$ cat src/rtl/draw_particle2.sv
// rtl/draw_particle2.sv - 64x64 sprite compositor with frame-latched position and 3-clock pipeline
module draw_particle2 #(
  parameter logic [11:0] TRANSPARENT = 12'hF0F,
  parameter int          SPRITE_SIZE = 64
) (
  input  logic        clk60MHz,
  input  logic        rst_n,
  input  logic [10:0] hcount_in,
  input  logic [10:0] vcount_in,
  input  logic        hsync_in,
  input  logic        vsync_in,
  input  logic        hblnk_in,
  input  logic        vblnk_in,
  input  logic [11:0] rgb_in,
  input  logic [11:0] xpos,
  input  logic [11:0] ypos,
  input  logic        visible,
  input  logic [11:0] rgb_pixel,
  output logic [11:0] pixel_addr,
  output logic [10:0] hcount_out,
  output logic [10:0] vcount_out,
  output logic        hsync_out,
  output logic        vsync_out,
  output logic        hblnk_out,
  output logic        vblnk_out,
  output logic [11:0] rgb_out
);

  // Inclusive extent of the sprite beyond its top-left corner.
  localparam logic [12:0] EXTENT = 13'(SPRITE_SIZE - 1);

  logic        vblnk_prev;
  logic [11:0] xs;
  logic [11:0] ys;
  logic        vis;

  // Stage-1 registers
  logic [10:0] s1_hcount;
  logic [10:0] s1_vcount;
  logic        s1_hsync;
  logic        s1_vsync;
  logic        s1_hblnk;
  logic        s1_vblnk;
  logic [11:0] s1_rgb;
  logic        s1_in_box;

  // Stage-2 registers, aligned with rgb_pixel from the ROM
  logic [10:0] s2_hcount;
  logic [10:0] s2_vcount;
  logic        s2_hsync;
  logic        s2_vsync;
  logic        s2_hblnk;
  logic        s2_vblnk;
  logic [11:0] s2_rgb;
  logic        s2_in_box;

  logic [12:0] h_ext;
  logic [12:0] v_ext;
  logic [12:0] x_ext;
  logic [12:0] y_ext;
  logic        in_box;
  logic [5:0]  col;
  logic [5:0]  row;

  // Box test widened to 13 bits so a corner near 4095 never wraps around to column/row 0.
  always_comb begin
    h_ext  = {2'b00, hcount_in};
    v_ext  = {2'b00, vcount_in};
    x_ext  = {1'b0, xs};
    y_ext  = {1'b0, ys};
    in_box = vis &&
             (h_ext >= x_ext) && (h_ext <= x_ext + EXTENT) &&
             (v_ext >= y_ext) && (v_ext <= y_ext + EXTENT);
    // Low 6 bits of a difference depend only on the low 6 bits of the operands.
    col    = hcount_in[5:0] - xs[5:0];
    row    = vcount_in[5:0] - ys[5:0];
  end

  // Shadow position/enable, loaded only on the vblnk rising edge so a frame never tears.
  always_ff @(posedge clk60MHz or negedge rst_n) begin
    if (!rst_n) begin
      vblnk_prev <= 1'b0;
      xs         <= '0;
      ys         <= '0;
      vis        <= 1'b0;
    end else begin
      vblnk_prev <= vblnk_in;
      if (vblnk_in && !vblnk_prev) begin
        xs  <= xpos;
        ys  <= ypos;
        vis <= visible;
      end
    end
  end

  // Stage 1: register timing and background, compute box hit and ROM address.
  always_ff @(posedge clk60MHz or negedge rst_n) begin
    if (!rst_n) begin
      s1_hcount  <= '0;
      s1_vcount  <= '0;
      s1_hsync   <= 1'b0;
      s1_vsync   <= 1'b0;
      s1_hblnk   <= 1'b0;
      s1_vblnk   <= 1'b0;
      s1_rgb     <= '0;
      s1_in_box  <= 1'b0;
      pixel_addr <= '0;
    end else begin
      s1_hcount  <= hcount_in;
      s1_vcount  <= vcount_in;
      s1_hsync   <= hsync_in;
      s1_vsync   <= vsync_in;
      s1_hblnk   <= hblnk_in;
      s1_vblnk   <= vblnk_in;
      s1_rgb     <= rgb_in;
      s1_in_box  <= in_box;
      pixel_addr <= in_box ? {row, col} : 12'h000;
    end
  end

  // Stage 2: delay by one more clock while the ROM produces rgb_pixel.
  always_ff @(posedge clk60MHz or negedge rst_n) begin
    if (!rst_n) begin
      s2_hcount <= '0;
      s2_vcount <= '0;
      s2_hsync  <= 1'b0;
      s2_vsync  <= 1'b0;
      s2_hblnk  <= 1'b0;
      s2_vblnk  <= 1'b0;
      s2_rgb    <= '0;
      s2_in_box <= 1'b0;
    end else begin
      s2_hcount <= s1_hcount;
      s2_vcount <= s1_vcount;
      s2_hsync  <= s1_hsync;
      s2_vsync  <= s1_vsync;
      s2_hblnk  <= s1_hblnk;
      s2_vblnk  <= s1_vblnk;
      s2_rgb    <= s1_rgb;
      s2_in_box <= s1_in_box;
    end
  end

  // Stage 3: composite sprite over background, black during blanking.
  always_ff @(posedge clk60MHz or negedge rst_n) begin
    if (!rst_n) begin
      hcount_out <= '0;
      vcount_out <= '0;
      hsync_out  <= 1'b0;
      vsync_out  <= 1'b0;
      hblnk_out  <= 1'b0;
      vblnk_out  <= 1'b0;
      rgb_out    <= '0;
    end else begin
      hcount_out <= s2_hcount;
      vcount_out <= s2_vcount;
      hsync_out  <= s2_hsync;
      vsync_out  <= s2_vsync;
      hblnk_out  <= s2_hblnk;
      vblnk_out  <= s2_vblnk;
      if (s2_hblnk || s2_vblnk)
        rgb_out <= 12'h000;
      else if (s2_in_box && (rgb_pixel != TRANSPARENT))
        rgb_out <= rgb_pixel;
      else
        rgb_out <= s2_rgb;
    end
  end

endmodule

$ cat config.mk
export PLATFORM = sky130hd
export DESIGN_NAME = draw_particle2
export DESIGN_NICKNAME = d
export VERILOG_FILES = /design/src/rtl/draw_particle2.sv
export SDC_FILE = /design/constraint.sdc
export NUM_CORES = 1
export LEC_CHECK = 0
export CORE_UTILIZATION = 47
export CTS_CLUSTER_SIZE = 25
export DETAILED_ROUTE_END_ITERATION = 8
export DONT_BUFFER_PORTS = 1
export PLACE_DENSITY = 0.66
export REMOVE_ABC_BUFFERS = 1
export SYNTH_ARGS = -nofsm -noshare
export SYNTH_HDL_FRONTEND = slang
export SYNTH_SLANG_ARGS = --single-unit
export TNS_END_PERCENT = 20
$ cat constraint.sdc
create_clock -name clk60MHz -period 2.74 [get_ports clk60MHz]
set_clock_uncertainty 0.2 [all_clocks]
set_input_delay 0.548 -clock clk60MHz [delete_from_list [all_inputs] [get_ports clk60MHz]]
set_output_delay 0.548 -clock clk60MHz [all_outputs]
set_load 0.01 [all_outputs]
# Word level (Yosys, flattened, before mapping)
# Cells that the tools add are included.
totals:
  reg_bits: 153
  inputBits: 77
  word_cells: 47
  out_inout_bits: 50
op_classes:
  add_sub_neg: 4
  n_eq_ne: 1
  muxes: 3
  order_cmp: 4
  n_reduce_logical: 8
op_table:
  columns: ["cell", "n"]
  rows:
  - ["$mux 12", 3]
  - ["$add 12x6->13 const B", 2]
  - ["$le 11x13->1", 2]
  - ["$ge 11x12->1", 2]
  - ["$ne 12x12->1 const B", 1]
  - ["$sub 6x6->6", 2]
  - ["$logic_and 1x1->1", 6]
  - ["$logic_not 1->1", 1]
  - ["$logic_or 1x1->1", 1]

# Depth between registers and ports, before layout
# Gate-level depths: netlist of run 1.
depth:
  depth_word: 6
  mapped_depth: 12

# Worst setup path after synthesis of run 1
# OpenSTA, ideal clock, no wires.
synth_path:
  path_kind: "flip-flop to flip-flop"
  start: "register ys[2]"
  end: "register pixel_addr[3]"
  required_time_ps: 2429
  period_less_slack_ps: 2802
  path_stages_with_launch: 12
  arrival_time_ps: 2491
  path_buffers: 1
  setup_ps: 111
  slack_ps: -62
  cell_sequence: "dfrtp_1 nor4_4 a21oi_1 xnor2_1 ha_1 a211oi_1 o21ai_0 a21oi_1 a211oi_2 or2_1 buf_6 a2111oi_2"
synth_via:
  elab_chain_cells: 4
  elab_cells_between_ends: 6
  cone_classes: "1 x add/sub; 2 x order compare; 1 x mux; 2 x reduce/logical"
synth_rtl:
  columns: ["element", "line", "source"]
  rows:
  - ["start: declaration", "34", "logic [11:0] ys;"]
  - ["start signal: assignment", "90", "ys <= ypos;"]
  - ["$add 12x6->13 or $ge 11x12->1 (tied branches)", "73", "(v_ext >= y_ext) && (v_ext <= y_ext + EXTENT);"]
  - ["$le 11x13->1 or $logic_and 1x1->1 (tied branches)", "73, 72", null]
  - ["$logic_and 1x1->1 *", "73", null]
  - ["$mux 12 *", "117", "pixel_addr <= in_box ? {row, col} : 12'h000;"]
  - ["end signal: assignment", "117", null]
  - ["end: declaration", "19", "output logic [11:0] pixel_addr,"]
# Mark *: on every way between the ends. The rest lies on a longest branch, timed or not.
# A chain may end at the register's enable or synchronous reset.

# Final worst setup path of run 1
layout_path:
  start: "register ys[5]"
  end: "register pixel_addr[3]"
# Same word-level chain as after synthesis.

==> results of run 1 <==
[cells in the final DEF (no fill, tap or decap), types with 17 or more instances in the layout]
master,netlist,layout
buf_4,1,37
ha_1,46,45
dlygate4sd3_1,0,38
inv_1,28,27
nand2_1,37,37
xnor2_1,18,17
nor2_1,20,18
clkbuf_16,0,17
dfrtp_1,153,153
o21ai_0,32,31
a21oi_1,23,21
[timing repair]
action	in CTS	in global routing
setup endpoints to repair	13	13
pin swaps	9	11
endpoints found under the hold margin	191	153
setup buffers	2	2
cloned	0	0
gates resized for setup	20	15
[cell type report]
| class | instances | area (sq um) |
|---|---|---|
| Clock buffer | 26 | 529 |
| Multi-Input combinational cell | 272 | 2190 |
| Tap cell | 168 | 210 |
| Inverter | 28 | 105 |
| Clock inverter | 5 | 81.3 |
| Timing Repair Buffer | 79 | 724 |
| Fill cell | 961 | 4540 |
| Sequential cell | 153 | 3830 |
[state kept, by name (all words and copies together), names as in the netlist, 12 cells and up]
name        flops
pixel_addr     12
rgb_out        12
s1_rgb         12
s2_rgb         12
xs             12
ys             12
[critical path, delay by kind of cell (launching register included)]
| family | cells | cell delay (ps) |
|---|---|---|
| AO/OA/AOI/OAI | 3 | 340 |
| AND/OR/NAND/NOR | 4 | 1010 |
| flip-flops | 1 | 410 |
| buffers and inverters | 2 | 310 |
| adder cells (fa/ha/maj) | 1 | 300 |
| XOR/XNOR | 1 | 140 |
[power groups by stage]
stage / Combinational (mW) / Clock [mW] / Sequential, mW
after floorplan: 0.496 / 0 / 2.51
after global placement: 0.723 / 0 / 2.53
after detailed placement: 0.752 / 0 / 2.53
after CTS: 0.847 / 2.40 / 2.49
after global routing: 1.01 / 2.50 / 2.51
final: 0.907 / 2.35 / 2.50
[per-stage QoR]
step	setup slack (ps)	utilization (%)
2_1_floorplan	-176	-
3_3_place_gp	-154	52.9
3_5_place_dp	-245	52.9
4_1_cts	-111	61.9
5_1_grt	-251	62.8
6_report	-97.4	62.8
[layer usage]
metal  vias up  track usage (%)  share of wire (%)
li1       1777                -                  -
met1      1858             25.5                 43
met2       106             31.2                 49
met3        17             6.96                6.9
met4         0             8.23                1.4
met5         -                0                  0
[cell families (layout without fill, tap and decap cells)]
group / Yosys count / after routing
flops: 153 / 153
buf+inv: 37 / 138
fa+ha+maj: 48 / 48
simple gates: 98 / 98
mux: 14 / 14
compound gates: 90 / 90
xor+xnor: 22 / 22
[worst max path at each step]
stage,end,slack (ps),cells after the start
final,pixel_addr[3]$_DFF_PN0_,-100,11
after global routing,pixel_addr[3]$_DFF_PN0_,-250,12
after CTS,pixel_addr[3]$_DFF_PN0_,-110,12
after detailed placement,pixel_addr[9]$_DFF_PN0_,-240,10
after global placement,pixel_addr[3]$_DFF_PN0_,-150,11
after floorplan,pixel_addr[9]$_DFF_PN0_,-180,10
==> metrics.txt, run 1 <==
outcome complete, but fails checks; failing checks hold timing, setup timing; total power approximately 5.8 mW; CP startpoint kind flip-flop; Pre-antenna DRT Iters 4; Synth area leaders dfrtp_1 (64%), ha_1 (9.6%), o21ai_0 (2.7%), xnor2_1 (2.6%), nand2_1 (2.3%); largest net degree at the start of global routing 154; setup ws final -97.4 ps; proportion of synthesized area in mux cells about 2.5%; drt wl/cell ~17 microns; P&R area growth vs syn 27.9%; clk buf depth 2; main combinational cell family by area after synthesis adder cells; Die ar. 13,200 sq um; # diodes 0; final setup fails 12; Avg Inst Size Synth 13.0 sq um; antenna violations before repair 0; vias in the first global route about 3,800; Core Footprint 12,200 sq um; Cell Rows 40; Fin. Hold Viols 153; Post-Syn Area about 6000 sq um; # nets final around 680; worst-case reg-to-reg path depth 11; Flop pwr share between 40% and 50%; Residual DRC 0; post-placement cell count ~660; critical path, cell by cell nor4_4 > buf_6 > a21oi_1 > xnor2_1 > ha_1 > nand4_1 > nor4_2 > a211oi_2 > or2_4 > buf_8 > a2111oi_4; critical path type reg2reg; fin crit share 104%; r2r endpoint pixel_addr[3]$_DFF_PN0_; TritonCTS clock tree built; area share of xor/xnor cells in the synthesized design about 3.2%; post-synthesis cell type count 47; Worst-Skew Late Latency 410 ps; via count roughly 3,800; clock share of power around 41%; list of most frequent post-synthesis cells dfrtp_1 (153), ha_1 (46), nand2_1 (37); fmax roughly 350 MHz; Tmin final 2840 ps; WP data required between 2000 and 3000 ps; reg-to-reg startpoint ys[5]$_DFFE_PN0P_; Via density 5.14; starting density of the core approximately half; HP Class in2async; Total Neg Setup Slack -663 ps; Ports ~130; share of layout cells above drive strength 1 18.7%; Worst Tran Pin Value around 500 ps; Yosys top cell area share a little under two thirds; top_reg_cell synth dfrtp_1; Slew HR between 60% and 70%; Internal Dissipation between 4 and 5 mW; Gate power share 15.8%; Post-Place Cell Area about 6500 sq um; power density cells between 700 and 800 nW/um^2; fraction of registers with async set/reset between 90% and 100%; Worst EP arrival between 2000 and 3000 ps; Compound-Gate Fraction of Synth Area 9.37%; Root Buffer clkbuf_16; fin cells ~730; critical path's slowest cell dfrtp_1; H-tree depth 4; worst reg-to-reg setup slack -100 ps; Gate Count Post-Synth ~460; CTS sink cnt approximately 150; Slew Viols, Final 0; Critical Path Start ys[5]$_DFFE_PN0P_; Final ANT Viol Nets 0; Sw Ratio about a quarter; Lkg Pwr roughly 3.5 nW; RSZ-0062 raised after global routing yes; flops & latches, synth roughly 150; final global-route overflow total 0; CP max stage delay just over 400 ps; simple-gate share of the synthesized area under 10%; adder and majority cell fraction of the synthesized area between 10% and 20%; Post-Route WL 12,500 microns; yosys warns 0; post-DP HPWL 8460 microns; post-synthesis sequential area ratio between 60% and 70%; Hold WS -371 ps; port bufs 0; Synth area leader dfrtp_1; GRT Overall Usage about a fifth; Max Cap Viol 0; number of CTS-inserted buffers 17; design area approximately 7700 sq um; die boundary width approximately 110 microns; Die H about 110 microns; CP max FO 8; first-pass GRT wire length ~20,000 microns; most common cell in the synthesized netlist dfrtp_1; DRT iter0 DRCs 160; Post-synth EDFFs 0; clk slew on worst S/H paths around 60 ps; GPL Wtd Cong 0.901; maximum VDD drop 0.322 mV; P_sw around 1.4 mW; element type at the critical path end flip-flop; Hold-fix buffers, CTS 38
Note: power is estimated with default switching activity, not from simulation.
==> inputs of run 2 (changes only) <==
--- a/config.mk
+++ b/config.mk
@@ -5,10 +5,12 @@
 export SDC_FILE = /design/constraint.sdc
 export NUM_CORES = 1
 export LEC_CHECK = 0
+export CORE_MARGIN = 5
 export CORE_UTILIZATION = 47
 export CTS_CLUSTER_SIZE = 25
 export DETAILED_ROUTE_END_ITERATION = 8
 export DONT_BUFFER_PORTS = 1
+export GPL_ROUTABILITY_DRIVEN = 0
 export PLACE_DENSITY = 0.66
 export REMOVE_ABC_BUFFERS = 1
 export SYNTH_ARGS = -nofsm -noshare
==> run 2 against run 1 <==
The run still ends with hold timing, setup timing left. Die area up 14%. Global-route usage down 1.6 points. First-iteration DRC count grew 89%. Setup slack gained 2.0 ps. Largest power group unchanged.
==> metrics.txt, run 2 (synthesized netlist as in run 1, its figures left out) <==
Die H between 100 and 150 microns; # nets final roughly 680; worst-case reg-to-reg path depth 13; vias in the first global route just over 4,000; Via density 5.14; port bufs 0; Worst path most repeated cell buf_4; fmax between 300 and 400 MHz; Lkg Pwr approximately 3.5 nW; Cell Rows 41; commonest non-fill, non-tap cell in the layout dfrtp_1; Final ANT Viol Nets 0; drt wl/cell 17.5 microns; WP data required between 2000 and 3000 ps; Slew Viols, Final 0; Post-Place Cell Area approximately 6400 sq um; power density cells roughly 750 nW/um^2; DRT iter0 DRCs 302; Residual DRC 0; HP Class in2async; Critical Path Stages 13; design area 7620 sq um; post-placement cell count 661; clk buf depth 2; antenna violations before repair 1; via count roughly 3,800; Worst EP arrival about 3000 ps; largest net degree at the start of global routing 154; post-DP HPWL about 8900 microns; number of CTS-inserted buffers 17; H-tree depth 4; Tmin final ~2800 ps; maximum VDD drop between 0.3 and 0.4 mV; largest delay contributor family on the critical path compound AO/OA/AOI/OAI gates; Ports 127; critical path's slowest cell dfrtp_1; CTS sink cnt between 150 and 200; worst path bufs/invs 3; Hold-fix buffers, CTS 38; GRT Overall Usage 18.4%; Core Util, Final approximately three fifths; share of layout cells above drive strength 1 between 10% and 20%; worst reg-to-reg setup slack -100 ps; Hold WS -371 ps; setup ws final -95.4 ps; outcome complete, but fails checks; Pre-antenna DRT Iters 7; die boundary width approximately 120 microns; Critical Path Start ys[2]$_DFFE_PN0P_; Worst Tran Pin Value about 560 ps; fin crit share 103%; final setup fails 11; critical path, cell by cell nor4_4 > buf_4 > buf_4 > nand2_1 > xnor2_1 > ha_1 > a21oi_1 > o21ai_1 > a21oi_2 > a211oi_2 > or2_4 > buf_6 > a2111oi_4; CP startpoint kind flip-flop; P&R area growth vs syn 27.0%; critical path type reg2reg; crit path capture pixel_addr[3]$_DFF_PN0_; Root Buffer clkbuf_16; first-pass GRT wire length 20,900 microns; Total Neg Setup Slack -570 ps; CP max stage delay 400 ps; Max Cap Viol 0; Post-Route WL 13,000 microns; Core Footprint approximately 13,000 sq um; Fin. Hold Viols between 150 and 200; Worst-Skew Late Latency 410 ps; final global-route overflow total 0; Die ar. between 15,000 and 20,000 sq um; CP max FO 6; most frequent cells in the layout dfrtp_1 (153), ha_1 (44), buf_4 (41); clk slew on worst S/H paths 60 ps; TritonCTS clock tree built; Slew HR between 60 and 70%; r2r endpoint pixel_addr[3]$_DFF_PN0_; RSZ-0062 raised after global routing yes; fin cells roughly 740; failing checks hold timing, setup timing; element type at the critical path end flip-flop; starting density of the core a little under half; reg-to-reg startpoint ys[2]$_DFFE_PN0P_
## run 2: metal layers
metal,wire (microns),GRT usage [%]
met1,5300,22.8
met2,6180,29.1
met3,1180,6.72
met4,303,7.84
met5,0,0
## run 2: metrics by stage
stage | power [mW] | setup WS, ps
after floorplan | 3.01 | -176
after global placement | 3.24 | -146
after detailed placement | 3.27 | -284
after CTS | 5.71 | -75.0
after global routing | 5.98 | -234
final | 5.69 | -95.4
## run 2: worst min-delay path by stage
stage                             endpoint  cells past startpoint
floorplan              hblnk_out$_DFF_PN0_                      0
global route           vsync_out$_DFF_PN0_                      0
CTS                 s1_vcount[3]$_DFF_PN0_                      0
global placement       vsync_out$_DFF_PN0_                      0
finish              s1_vcount[3]$_DFF_PN0_                      0
detailed placement     vsync_out$_DFF_PN0_                      0
## run 2: area by class of cell
cell class | instances | area, sq um
Fill cell | 975 | 4950
Sequential cell | 153 | 3830
Multi-Input combinational cell | 272 | 2160
Timing Repair Buffer | 81 | 711
Clock buffer | 22 | 484
Tap cell | 172 | 215
Clock inverter | 10 | 115
Inverter | 28 | 105
Antenna cell | 1 | 2.50
## run 2: power breakdown
part	switching [mW]	internal, mW
clock network	0.871	1.44
logic	0.445	0.442
registers	0.0992	2.40
total	1.41	4.28
## run 2: timing repair
action / 4_1_cts / 5_1_grt
buffers inserted: 6 / 1
setup endpoints to repair: 13 / 13
hold endpoints to repair: 191 / 153
pin swaps: 11 / 12
resized for setup: 19 / 13
